<file path="src/rtl/case_xform_pkg.sv">
// Shared types and helpers for the multi-channel case-transform stream.
// Holds the mode encoding, command bytes and the pure byte transform.
package case_xform_pkg;

  typedef enum logic [1:0] {
    MODE_N = 2'd0,
    MODE_L = 2'd1,
    MODE_U = 2'd2,
    MODE_C = 2'd3
  } mode_t;

  localparam logic [7:0] CMD_L       = 8'h4C;
  localparam logic [7:0] CMD_U       = 8'h55;
  localparam logic [7:0] CMD_N       = 8'h4E;
  localparam logic [7:0] CMD_C       = 8'h43;
  localparam logic [7:0] ESC_DEFAULT = 8'h1B;

  function automatic logic [7:0] xform(input mode_t m, input logic [7:0] b);
    logic is_up;
    logic is_lo;
    logic [7:0] r;
    is_up = (b >= 8'h41) && (b <= 8'h5A);
    is_lo = (b >= 8'h61) && (b <= 8'h7A);
    r = b;
    if (is_up && (m == MODE_L || m == MODE_C)) r = b + 8'h20;
    if (is_lo && (m == MODE_U || m == MODE_C)) r = b - 8'h20;
    return r;
  endfunction

  // One-hot layout is {C,U,L,N}, so the mode value is the bit position.
  function automatic logic [3:0] mode_onehot(input mode_t m);
    return 4'b0001 << m;
  endfunction

endpackage

</file>
<file path="src/rtl/case_xform_fifo2.sv">
// Two-entry in-order {chan,data} buffer with valid/ready on both sides.
// push_ready depends only on the registered count, never on pop_ready.
module case_xform_fifo2 #(
  parameter int CW = 2
) (
  input  logic          clock,
  input  logic          reset,
  input  logic          push_valid,
  output logic          push_ready,
  input  logic [CW-1:0] push_chan,
  input  logic [7:0]    push_data,
  output logic          pop_valid,
  input  logic          pop_ready,
  output logic [CW-1:0] pop_chan,
  output logic [7:0]    pop_data
);
  logic [1:0]    count_q, count_d;
  logic          wr_q, wr_d, rd_q, rd_d;
  logic [CW-1:0] chan_q [2];
  logic [CW-1:0] chan_d [2];
  logic [7:0]    data_q [2];
  logic [7:0]    data_d [2];
  logic          push, pop;

  assign push_ready = (count_q != 2'd2);
  assign pop_valid  = (count_q != 2'd0);
  assign pop_chan   = chan_q[rd_q];
  assign pop_data   = data_q[rd_q];

  always_comb begin
    push    = push_valid & push_ready;
    pop     = pop_valid & pop_ready;
    chan_d  = chan_q;
    data_d  = data_q;
    wr_d    = wr_q;
    rd_d    = rd_q;
    count_d = count_q;
    if (push) begin
      chan_d[wr_q] = push_chan;
      data_d[wr_q] = push_data;
      wr_d         = ~wr_q;
    end
    if (pop) rd_d = ~rd_q;
    case ({push, pop})
      2'b10:   count_d = count_q + 2'd1;
      2'b01:   count_d = count_q - 2'd1;
      default: count_d = count_q;
    endcase
  end

  always_ff @(posedge clock) begin
    if (reset) begin
      count_q <= 2'd0;
      wr_q    <= 1'b0;
      rd_q    <= 1'b0;
    end else begin
      count_q <= count_d;
      wr_q    <= wr_d;
      rd_q    <= rd_d;
    end
  end

  // Payload storage needs no reset: it is only observed behind pop_valid.
  always_ff @(posedge clock) begin
    chan_q <= chan_d;
    data_q <= data_d;
  end

endmodule

</file>
<file path="src/rtl/case_stream_xform.sv">
// Multi-channel escape-driven case transform with per-channel mode/escape
// state; command bytes are consumed, data bytes go out through a 2-entry FIFO.
module case_stream_xform
  import case_xform_pkg::*;
#(
  parameter int         CHANNELS = 4,
  parameter int         CW       = (CHANNELS > 1) ? $clog2(CHANNELS) : 1,
  parameter logic [7:0] ESC      = ESC_DEFAULT
) (
  input  logic                    clock,
  input  logic                    reset,
  input  logic                    in_valid,
  output logic                    in_ready,
  input  logic [7:0]              in_data,
  input  logic [CW-1:0]           in_chan,
  output logic                    out_valid,
  input  logic                    out_ready,
  output logic [7:0]              out_data,
  output logic [CW-1:0]           out_chan,
  output logic [4*CHANNELS-1:0]   mode,
  output logic                    err,
  output logic [CW-1:0]           err_chan
);
  mode_t         mode_q [CHANNELS];
  mode_t         mode_d [CHANNELS];
  logic [CHANNELS-1:0] pend_q, pend_d;
  logic          err_q, err_d;
  logic [CW-1:0] err_chan_q, err_chan_d;
  logic          accept, chan_ok, push;
  logic [7:0]    push_data;

  assign err      = err_q;
  assign err_chan = err_chan_q;

  for (genvar k = 0; k < CHANNELS; k++) begin : g_mode
    assign mode[4*k +: 4] = mode_onehot(mode_q[k]);
  end

  always_comb begin
    mode_d     = mode_q;
    pend_d     = pend_q;
    err_d      = 1'b0;
    err_chan_d = err_chan_q;
    push       = 1'b0;
    push_data  = in_data;
    accept     = in_valid & in_ready;
    chan_ok    = ({1'b0, in_chan} < (CW+1)'(CHANNELS));
    if (accept) begin
      if (!chan_ok) begin
        err_d      = 1'b1;
        err_chan_d = in_chan;
      end else if (pend_q[in_chan]) begin
        pend_d[in_chan] = 1'b0;
        if      (in_data == CMD_L) mode_d[in_chan] = MODE_L;
        else if (in_data == CMD_U) mode_d[in_chan] = MODE_U;
        else if (in_data == CMD_N) mode_d[in_chan] = MODE_N;
        else if (in_data == CMD_C) mode_d[in_chan] = MODE_C;
        else if (in_data == ESC)   push = 1'b1;  // escaped ESC goes out untransformed
        else begin
          err_d      = 1'b1;
          err_chan_d = in_chan;
        end
      end else if (in_data == ESC) begin
        pend_d[in_chan] = 1'b1;
      end else begin
        push      = 1'b1;
        push_data = xform(mode_q[in_chan], in_data);
      end
    end
  end

  always_ff @(posedge clock) begin
    if (reset) begin
      for (int k = 0; k < CHANNELS; k++) mode_q[k] <= MODE_N;
      pend_q     <= '0;
      err_q      <= 1'b0;
      err_chan_q <= '0;
    end else begin
      mode_q     <= mode_d;
      pend_q     <= pend_d;
      err_q      <= err_d;
      err_chan_q <= err_chan_d;
    end
  end

  case_xform_fifo2 #(.CW(CW)) u_fifo (
    .clock      (clock),
    .reset      (reset),
    .push_valid (push),
    .push_ready (in_ready),
    .push_chan  (in_chan),
    .push_data  (push_data),
    .pop_valid  (out_valid),
    .pop_ready  (out_ready),
    .pop_chan   (out_chan),
    .pop_data   (out_data)
  );

endmodule
</file>
<file path="config.mk">
export PLATFORM = sky130hd
export DESIGN_NAME = case_stream_xform
export DESIGN_NICKNAME = d
export VERILOG_FILES = /design/src/rtl/case_xform_pkg.sv /design/src/rtl/case_xform_fifo2.sv /design/src/rtl/case_stream_xform.sv
export SDC_FILE = /design/constraint.sdc
export NUM_CORES = 1
export LEC_CHECK = 0
export BUFFER_PORTS_ARGS = -buffer_cell sky130_fd_sc_hd__buf_4
export CORE_MARGIN = 4
export CORE_UTILIZATION = 57
export CTS_CLUSTER_DIAMETER = 100
export DETAILED_ROUTE_END_ITERATION = 7
export GPL_TIMING_DRIVEN = 0
export PLACE_DENSITY = 0.94
export SETUP_SLACK_MARGIN = 0.02
export SYNTH_ARGS = -nofsm -noshare
export SYNTH_HDL_FRONTEND = slang
export SYNTH_SLANG_ARGS = --single-unit
</file>
<file path="constraint.sdc">
create_clock -name clock -period 4.57 [get_ports clock]
set_input_delay 0 -clock clock [delete_from_list [all_inputs] [get_ports clock]]
set_output_delay 0 -clock clock [all_outputs]
set_load 0.01 [all_outputs]
</file>
==> metrics.yaml, run 1 <==
detailed_routing:
  vias: 1573
  wl_per_cell_um: 13.89
  ant_nets: 0
  viasPerCell: 5.405
  dr.pass1.iters: 4
  routed_wl_um: 4042
  drtIter0Drc: 94
  drc: 0
sta:
  fin_tns_setup_ns: 0
  setup_viol: 0
  maxSlewViolCount: 0
  worst_slew_pin_slew_ns: 0.8189
  rsz0062_at_grt: "false"
  whs_ns: 0.04651
  skew_ns: 0.01275
  hold_viol_final: 0
  slew_headroom_pct: 45.20
  fin_crit_sh_pct: 59.22
  fmax_mhz: 369.5
  fin_crit_ns: 2.706
critical_path:
  worst_setup_path_start_kind: "input pin"
  path_max_fanout: 10
  end_kind: "flip-flop"
  slowest_stage: "nor2_1"
  path_cells: "dlygate4sd3_1 > buf_4 > clkbuf_1 > or4_1 > or3_1 > buf_6 > xnor2_2 > nand2_2 > nor2_1"
  arrival_ns: 2.69
  critPathKind: "in2reg"
  cp_top_family: "simple AND/OR/NAND/NOR gates"
  cpPeakStageDelay_ns: 0.63
  cp.required_ns: 4.55
  crit_buf_inv: 4
  reg2reg_setup_slack_ns: 2.54
  reg2reg_to: "u_fifo.data_q[6]"
  r2r_cells: 5
logic_synthesis:
  avgSynthCellArea_um2: 10.97
  ys_async_sr_fraction_pct: 0
  ys_seq_area_share_pct: 48.85
  synth_area_leaders: "edfxtp_1 (30%), dfxtp_1 (19%), mux2_2 (6.7%)"
  ys.flop_type: "edfxtp_1"
  yosysTopAreaCell: "edfxtp_1"
  synth_edf_count: 20
  syn_nets: 200
  ys_warn_count: 0
  netlist_area_um2: 2008
  netlist_instances: 183
  netlist.area_leader.share_pct: 29.91
  synth_cell_type_count: 42
  ys_ff_latch: 39
clock_network:
  cts_buffers: 5
  cts_resized: 0
  clockBufferDepth: 2
  cts_tree: "yes"
  cts_num_sinks: 39
  clk_latency_ns: 0.35
  cts_root_buffer: "clkbuf_4"
  cts_htree_levels: 2
  cts_hold_buf: 10
  cts_setup_buffers: 0
  clkSlewWorstSetupHoldPaths_ns: 0.10
power_and_ir_drop:
  powerDensity_nw_per_um2: 342.4
  power.leakage_nw: 0.9989
  ir_drop_mv: 0.2147
hold_path:
  hold_end: "u_fifo.rd_q"
  min_from: "out_ready"
  hold_path_class: "in2reg"
  holdPathStages: 4
layout:
  fin_nets: 261
  n_antenna_cell: 0
  final_cell_mix: "buf_4 (44), edfxtp_1 (20), dfxtp_1 (19), nand2b_1 (14), nor2_1 (14)"
  nFillCells: 255
  drive_gt1_share_pct: 28.98
  layout_commonest_cell: "buf_4"
  area_growth_pct: 26.79
  stdcell_count: 291
floorplanning:
  chipWidth_um: 67.36
  die_h_um: 67.36
  die_area_um2: 4537
  fp-row-count: 21
  initial_utilization_pct: 59.71
  coreArea_um2: 3363
  io_pins: 45
grt:
  grt_pass1_wl_um: 6637
  grt_max_degree: 13
  grt_pass1_vias: 1512
  gr-total-overflow: 0
  grt_usage_pct: 19.64
  antenna_found_initial: 0
placed_design:
  dp_hpwl_um: 2809
  placed_cells: 273
  gp_congestion: 0.7842
  port_buffers: 44
run:
  max_cap_viol_count: 0
run_status:
  status: "complete, no violations"
==> layout make-up <==
class                   instances  area, µm²  share of cell area (%)
repair buffers                 54      430.4                   16.90
inverters                       3      11.26                  0.4423
clock buffers                   6      41.29                   1.622
plain buffers                   8      38.79                   1.523
well taps                      46      57.56                   2.260
clock inverters                 2      8.758                  0.3440
flip-flops and latches         39      980.9                   38.53
multi-input cells             133      977.2                   38.38
==> synth_stat cells (all sizes together) (6+ instances only) <==
| library cell | number |
|---|---|
| nor2b | 10 |
| edfxtp | 20 |
| mux2i | 12 |
| nor2 | 14 |
| nor3 | 6 |
| nand2 | 9 |
| dfxtp | 19 |
| and2 | 7 |
| mux2 | 13 |
| or3 | 6 |
| a21oi | 7 |
| clkbuf | 6 |
| nand2b | 14 |
==> cell families (layout without fill, tap and decap cells) <==
group,count (synthesis),in the layout,synth area share [%]
mux,27,27,15.70
simple gates,78,78,22.06
compound gates,21,21,6.916
flops,39,39,48.85
buf+inv,11,73,2.492
xor+xnor,4,4,2.119
fa+ha+maj,3,3,1.869
==> worst max-delay path by stage <==
stage | from | to | slack, ns | cells past startpoint
after floorplan | in_data[2] | u_fifo.count_q[1] | 2.45 | 9
after global placement | in_data[2] | u_fifo.data_q[1] | 2.07 | 8
after global routing | in_data[2] | u_fifo.data_q[14] | 1.75 | 9
after CTS | in_data[2] | u_fifo.chan_q[3] | 1.87 | 9
final | in_data[2] | u_fifo.data_q[6] | 1.86 | 9
after detailed placement | in_data[2] | u_fifo.data_q[10] | 2.04 | 8
==> layer usage <==
metal | track usage, % | part of all wire, % | vias to the layer above
li1 | - | - | 783
met1 | 24.26 | 45 | 745
met2 | 32.64 | 48 | 40
met3 | 5.990 | 5.7 | 5
met4 | 6.582 | 1.1 | 0
met5 | 0 | 0 | -
==> where the power goes <==
| part | internal, mW | switching, mW | total [mW] |
|---|---|---|---|
| Combinational | 0.144 | 0.135 | 0.278 |
| Clock | 0.0578 | 0.105 | 0.163 |
| Sequential | 0.414 | 0.0170 | 0.431 |
| Total | 0.615 | 0.256 | 0.872 |
==> tightest hold or removal path, delay by kind of cell <==
| kind | cells | cell delay, ns |
|---|---|---|
| AND/OR/NAND/NOR | 2 | 0.22 |
| buffers and inverters | 1 | 0.07 |
| XOR/XNOR | 1 | 0.07 |
==> stage by stage <==
step	setup slack [ns]	utilization, %	cell area (µm²)	power (mW)
after detailed placement	2.043	71.24	2396	0.7084
after global routing	1.748	75.71	2546	0.9268
final	1.864	75.71	2546	0.8719
after floorplan	2.453	-	2008	0.6036
after CTS	1.872	75.71	2546	0.8760
after global placement	2.071	71.24	2396	0.6995
Note: power is estimated with default switching activity, not from simulation.
==> run 2: changes to the inputs <==
Settings changed: ABC_AREA set to 1, CORE_UTILIZATION 57 to 55, PLACE_DENSITY 0.94 to 0.91.
Clock period 4.57 ns to 2.8 ns, I/O delays scaled along.
==> metrics.yaml, run 2 <==
logic_synthesis:
  post-synth-top-count-cell: "nand2_1"  # was edfxtp_1
  netlist_area_um2: 2265  # was 2008 µm²
  avgSynthCellArea_um2: 6.740  # was 10.97 µm²
  synthAdderAreaFrac_pct: 1.657  # was 1.869%
  netlist_instances: 336  # was 183
  ys_warn_count: 0  # unchanged
  synth_commonest_cells: "nand2_1 (124), nor2_1 (48), inv_1 (41)"  # was edfxtp_1 (20), dfxtp_1 (19), nand2b_1 (14), nor2_1 (14)
  synth_mux_area_share_pct: 0  # was 15.70%
  synth_cell_type_count: 21  # was 42
  netlist.area_leader.share_pct: 26.52  # was 29.91%
  synth_edf_count: 20  # unchanged
  synth_area_leaders: "edfxtp_1 (27%), nand2_1 (21%), dfxtp_1 (17%)"  # was edfxtp_1 (30%), dfxtp_1 (19%), mux2_2 (6.7%)
  yosysTopAreaCell: "edfxtp_1"  # unchanged
  synth_compound_area_share_pct: 4.862  # was 6.916%
  ys_seq_area_share_pct: 43.31  # was 48.85%
  syn_nets: 353  # was 200
  ys.flop_type: "edfxtp_1"  # unchanged
  ys_async_sr_fraction_pct: 0  # unchanged
  ys_ff_latch: 39  # unchanged
  synthXorXnorAreaFrac_pct: 0.3867  # was 2.118%
  synthSimpleGateAreaFrac_pct: 40.99  # was 22.06%
  synth_top_family_by_area: "simple AND/OR/NAND/NOR gates"  # unchanged
sta:
  worst_slew_pin_slew_ns: 0.8246  # was 0.8189 ns
  rsz0062_at_grt: "false"  # unchanged
  fin_crit_sh_pct: 85.30
  maxSlewViolCount: 0  # unchanged
  fmax_mhz: 418.7
  setup_viol: 0  # unchanged
  skew_ns: 0.007654  # was 0.01275 ns
  slew_headroom_pct: 44.83  # was 45.20%
  fin_tns_setup_ns: 0  # unchanged
  hold_viol_final: 0  # unchanged
  fin_crit_ns: 2.388
  whs_ns: 0.05692  # was 0.04651 ns
clock_network:
  cts_buffers: 5  # unchanged
  cts_resized: 0  # unchanged
  clk_latency_ns: 0.29  # was 0.35 ns
  clkSlewWorstSetupHoldPaths_ns: 0.08  # was 0.10 ns
  cts_num_sinks: 39  # unchanged
  clockBufferDepth: 2  # unchanged
  cts_setup_buffers: 0  # unchanged
  cts_htree_levels: 2  # unchanged
  cts_root_buffer: "clkbuf_8"  # was clkbuf_4
  cts_tree: "yes"  # unchanged
power_and_ir_drop:
  ir_drop_mv: 0.2350  # was 0.2147 mV
  seq_power_share_pct: 46.3  # was 49.4%
  power.leakage_nw: 1.462  # was 0.9989 nW
  switchingPower_mw: 0.4283  # was 0.2564 mW
  combPwrFrac_pct: 24.2  # was 31.9%
  p_int_mw: 1.039  # was 0.6155 mW
  clockPowerShare_pct: 29.6  # was 18.7%
  powerDensity_nw_per_um2: 519.4  # was 342.4 nW/µm²
  sw_frac_of_total_pct: 29.19  # was 29.41%
critical_path:
  end_kind: "flip-flop"  # unchanged
  r2r-start: "u_fifo.count_q[0]"
  worst_setup_path_start_kind: "input pin"  # unchanged
  cp.required_ns: 2.72  # was 4.55 ns
  reg2reg_setup_slack_ns: 0.62  # was 2.54 ns
  path_max_fanout: 10  # unchanged
  reg2reg_to: "u_fifo.data_q[13]"  # was u_fifo.data_q[6]
  critPathKind: "in2reg"  # unchanged
  arrival_ns: 2.31  # was 2.69 ns
  r2r_cells: 8  # was 5
grt:
  use_met2_pct: 39.94  # was 32.64%
  grt_pass1_vias: 2123  # was 1512
  gr-total-overflow: 0  # unchanged
  grt_usage_pct: 22.02  # was 19.64%
  grt_max_degree: 13  # unchanged
  use_met3_pct: 3.186  # was 5.990%
  antenna_found_initial: 0  # unchanged
  grt_pass1_wl_um: 9073  # was 6637 µm
  gr-max-usage-layer: "met2"  # unchanged
  use_met1_pct: 26.08  # was 24.26%
detailed_routing:
  dr.pass1.iters: 5  # was 4
  wl_per_cell_um: 12.53  # was 13.89 µm
  vias: 2318  # was 1573
  viasPerCell: 5.221  # was 5.405
  drc: 0  # unchanged
  drtIter0Drc: 151  # was 94
  ant_nets: 0  # unchanged
  routed_wl_um: 5562  # was 4042 µm
hold_path:
  holdPathStages: 3  # was 4
  min_from: "out_ready"  # unchanged
  hold_end: "u_fifo.rd_q"  # unchanged
  hold_path_class: "in2reg"  # unchanged
floorplanning:
  coreArea_um2: 4000  # was 3363 µm²
  initial_utilization_pct: 56.62  # was 59.71%
  fp-row-count: 23  # was 21
  die_area_um2: 5209  # was 4537 µm²
  io_pins: 45  # unchanged
  chipWidth_um: 72.17  # was 67.36 µm
  die_h_um: 72.17  # was 67.36 µm
placed_design:
  port_buffers: 43  # was 44
  dp_hpwl_um: 4060  # was 2809 µm
  placed_cells: 429  # was 273
  gp_congestion: 0.8961  # was 0.7842
layout:
  n_antenna_cell: 0  # unchanged
  drive_gt1_share_pct: 18.27  # was 28.98%
  layout_commonest_cell: "nand2_1"  # was buf_4
  final_cell_mix: "nand2_1 (124), nor2_1 (48), buf_4 (43), inv_1 (41), nand3_1 (22)"  # was buf_4 (44), edfxtp_1 (20), dfxtp_1 (19), nand2b_1 (14), nor2_1 (14)
  nFillCells: 318  # was 255
  stdcell_count: 444  # was 291
  fin_nets: 410  # was 261
  area_growth_pct: 24.75  # was 26.79%
run_status:
  status: "complete, no violations"  # unchanged
run:
  max_cap_viol_count: 0  # unchanged
## run 2: stage by stage
step / utilization (%) / setup WS (ns) / power (mW) / cell area, µm²
floorplan: - / 0.9748 / 0.8891 / 2265
global placement: 66.25 / 0.6509 / 1.024 / 2650
detailed placement: 66.25 / 0.6088 / 1.040 / 2650
CTS: 70.63 / 0.4085 / 1.474 / 2825
global route: 70.63 / 0.1821 / 1.536 / 2825
finish: 70.63 / 0.4115 / 1.467 / 2825
## run 2: logic make-up after synthesis
kind of cell	count (synthesis)
xor+xnor	1
buf+inv	52
fa+ha+maj	3
flops	39
compound gates	22
simple gates	219
## run 2: worst max-delay path: stages
cell and delay (ns):
dlygate4sd3_1 0.53, buf_4 0.12, buf_2 0.21, inv_1 0.15, nand2_1 0.09, nand2_1 0.08
nor2_1 0.20, nand2_1 0.11, nand2_1 0.11, inv_1 0.06, nor2_1 0.63
## run 2: power groups by stage
stage	Clock, mW	Sequential (mW)	Combinational [mW]
after floorplan	0	0.686	0.204
after global placement	0	0.689	0.335
after detailed placement	0	0.692	0.348
after CTS	0.438	0.680	0.357
after global routing	0.456	0.684	0.396
final	0.434	0.679	0.355
## run 2: worst max-delay path by stage
stage	endpoint	from	slack (ns)	cells past startpoint
floorplan	u_fifo.chan_q[2]	u_fifo.count_q[0]	0.97	8
global placement	u_fifo.data_q[14]	u_fifo.count_q[0]	0.65	8
detailed placement	u_fifo.data_q[13]	u_fifo.count_q[0]	0.61	8
CTS	u_fifo.data_q[11]	in_chan[0]	0.41	12
global route	u_fifo.data_q[9]	in_chan[1]	0.18	11
finish	u_fifo.data_q[13]	in_chan[1]	0.41	11
## run 2: routing by layer
metal | share of wire [%] | wire length (µm)
met2 | 49 | 2752
met4 | 2.1 | 119
met3 | 7.1 | 397
met1 | 41 | 2293
met5 | 0 | 0
## run 2: final cells by class
type	count	area, µm²	area share (%)
inverter	46	172.7	6.112
tap	50	62.56	2.214
sequential	39	980.9	34.72
multi-input combinational	245	1085	38.40
timing repair buffer	50	392.9	13.91
clock buffer	8	105.1	3.720
buffer	6	26.28	0.9300
## run 2: repair_timing
| item | CTS | global route |
|---|---|---|
| hold endpoints to repair | 14 | 0 |
| endpoints found under the setup margin | 0 | 0 |
| hold buffers | 7 | 0 |
==> run 3: changes to the inputs <==
Settings changed: CELL_PAD_IN_SITES_DETAIL_PLACEMENT set to 1, CELL_PAD_IN_SITES_GLOBAL_PLACEMENT set to 1, CORE_UTILIZATION 55 to 38, PLACE_DENSITY 0.91 to 0.89.
==> metrics.yaml, run 3 (same netlist as run 2, synthesis figures left out) <==
sta:
  fin_crit_ns: 2.535  # was 2.388 ns
  setup_viol: 0  # unchanged
  fin_crit_sh_pct: 90.52  # was 85.30%
  setup_ws_ns: 0.2655  # was 0.4115 ns
  skew_ns: 0.007904  # was 0.007654 ns
  rsz0062_at_grt: "false"  # unchanged
  hold_viol_final: 0  # unchanged
  worst_slew_pin_slew_ns: 0.8578  # was 0.8246 ns
  maxSlewViolCount: 0  # unchanged
  fmax_mhz: 394.6  # was 418.7 MHz
  fin_tns_setup_ns: 0  # unchanged
  whs_ns: 0.02953  # was 0.05692 ns
  slew_headroom_pct: 42.60  # was 44.83%
placed_design:
  dp_hpwl_um: 5059  # was 4060 µm
  gp_congestion: 0.8529  # was 0.8961
  place_ws_ns: 0.5068  # was 0.6088 ns
  port_buffers: 43  # unchanged
  dpl_cell_area_um2: 2678  # was 2650 µm²
power_and_ir_drop:
  clockPowerShare_pct: 35.0  # was 29.6%
  sw_frac_of_total_pct: 28.35  # was 29.19%
  combPwrFrac_pct: 22.8  # was 24.2%
  seq_power_share_pct: 42.2  # was 46.3%
  power.leakage_nw: 1.472  # was 1.462 nW
  ir_drop_mv: 0.2983  # was 0.2350 mV
  powerDensity_nw_per_um2: 558.3  # was 519.4 nW/µm²
  switchingPower_mw: 0.4565  # was 0.4283 mW
  p_int_mw: 1.154  # was 1.039 mW
  finalPower_mw: 1.610  # was 1.467 mW
grt:
  gr-total-overflow: 0  # unchanged
  grt_pass1_wl_um: 11670  # was 9073 µm
  grt_pass1_vias: 2510  # was 2123
  grt_usage_pct: 20.32  # was 22.02%
  antenna_found_initial: 0  # unchanged
  grt_max_degree: 14  # was 13
critical_path:
  arrival_ns: 2.46  # was 2.31 ns
  cpPeakStageDelay_ns: 0.65  # was 0.63 ns
  slowest_stage: "nor2_1"  # unchanged
  path_cells: "dlygate4sd3_1 > buf_4 > buf_2 > nand2_1 > nand2_1 > nand2_1 > nand2_1 > nor2_1 > nand2_1 > nand2_1 > inv_1 > nor2_1"  # was dlygate4sd3_1 > buf_4 > buf_2 > inv_1 > nand2_1 > nand2_1 > nor2_1 > nand2_1 > nand2_1 > inv_1 > nor2_1
  critPathMostFrequentCell: "nand2_1"  # unchanged
  critPathKind: "in2reg"  # unchanged
  path_max_fanout: 10  # unchanged
  worst_setup_path_start_kind: "input pin"  # unchanged
  cp.required_ns: 2.72  # about the same
  end_kind: "flip-flop"  # unchanged
clock_network:
  clk_latency_ns: 0.30  # was 0.29 ns
  cts_num_sinks: 39  # unchanged
  cts_buffers: 5  # unchanged
  clkSlewWorstSetupHoldPaths_ns: 0.08  # about the same
  cts_tree: "yes"  # unchanged
  cts_htree_levels: 2  # unchanged
  cts_root_buffer: "clkbuf_8"  # unchanged
  cts_resized: 0  # unchanged
  clockBufferDepth: 2  # unchanged
  cts_setup_buffers: 0  # unchanged
detailed_routing:
  wl_per_cell_um: 14.82  # was 12.53 µm
  ant_nets: 0  # unchanged
  drc: 0  # unchanged
  drtIter0Drc: 112  # was 151
  vias: 2354  # was 2318
  dr.pass1.iters: 4  # was 5
  routed_wl_um: 6907  # was 5562 µm
  viasPerCell: 5.052  # was 5.221
layout:
  fin_area_um2: 2884  # was 2825 µm²
  area_growth_pct: 27.35  # was 24.75%
  n_antenna_cell: 0  # unchanged
  multi_input_comb_area_um2: 1085  # unchanged
  fin_nets: 410  # unchanged
  drive_gt1_share_pct: 18.53  # was 18.27%
  seqCellArea_um2: 980.9  # unchanged
  final_cell_mix: "nand2_1 (124), nor2_1 (48), buf_4 (43), inv_1 (41), nand3_1 (22)"  # unchanged
  nFillCells: 764  # was 318
  layout_commonest_cell: "nand2_1"  # unchanged
run:
  max_cap_viol_count: 0  # unchanged
floorplanning:
  die_h_um: 85.20  # was 72.17 µm
  die_area_um2: 7259  # was 5209 µm²
  chipWidth_um: 85.20  # was 72.17 µm
  coreArea_um2: 5642  # was 4000 µm²
  fp-row-count: 27  # was 23
  initial_utilization_pct: 40.14  # was 56.62%
  io_pins: 45  # unchanged
hold_path:
  hold_path_class: "in2reg"  # unchanged
run_status:
  status: "complete, no violations"  # unchanged
-- run 3: changes by cell type in the layout (fill, tap and decap cells not counted) --
| cell | change |
|---|---|
| clkbuf_1 | -1 |
| clkinvlp_4 | +1 |
| bufinv_16 | +2 |
| clkbuf_4 | -1 |
| clkbuf_16 | -1 |
-- run 3: layout make-up --
cell class	instances	area share, %
Sequential cell	39	34.01
Tap cell	72	3.124
Multi-Input combinational cell	245	37.61
Clock buffer	5	2.386
Inverter	46	5.987
Timing Repair Buffer	50	13.62
Buffer	6	0.9111
Clock inverter	3	2.343
-- run 3: final timing paths --
kind / from / to / slack, ns / cells after the start
worst max-delay path: in_chan[0] / u_fifo.data_q[15] / 0.27 / 12
worst min-delay path: out_ready / u_fifo.rd_q / 0.03 / 3
worst max register to register: u_fifo.count_q[0] / u_fifo.data_q[15] / 0.49 / 8
worst min register to register: flip-flop / flip-flop / 0.46 / 2
-- run 3: worst max-delay path, delay by kind of cell --
family	cells	cell delay, ns
buf+inv	4	0.95
simple gates	8	1.49
-- run 3: power groups by stage --
stage	Sequential, mW	Combinational, mW	Clock [mW]
after floorplan	0.686	0.204	0
after global placement	0.688	0.341	0
after detailed placement	0.692	0.360	0
after CTS	0.680	0.373	0.570
after global routing	0.684	0.412	0.607
final	0.679	0.367	0.564
-- run 3: per-layer routing --
layer	up-vias	track usage [%]	routed length, µm
met4	0	9.065	175
met2	71	35.81	3555
met1	1108	23.94	2849
li1	1161	-	-
met3	14	3.592	326
met5	-	0	0
-- run 3: what timing repair did --
action | in CTS | in global routing
hold buffers | 7 | 0
hold endpoints to repair | 14 | 0
setup endpoints to repair | 0 | 0
-- run 3: through the flow --
stage	utilization, %	instances
final	51.12	466
after floorplan	-	336
after global routing	51.12	466
after global placement	47.46	451
after CTS	51.12	466
after detailed placement	47.46	451
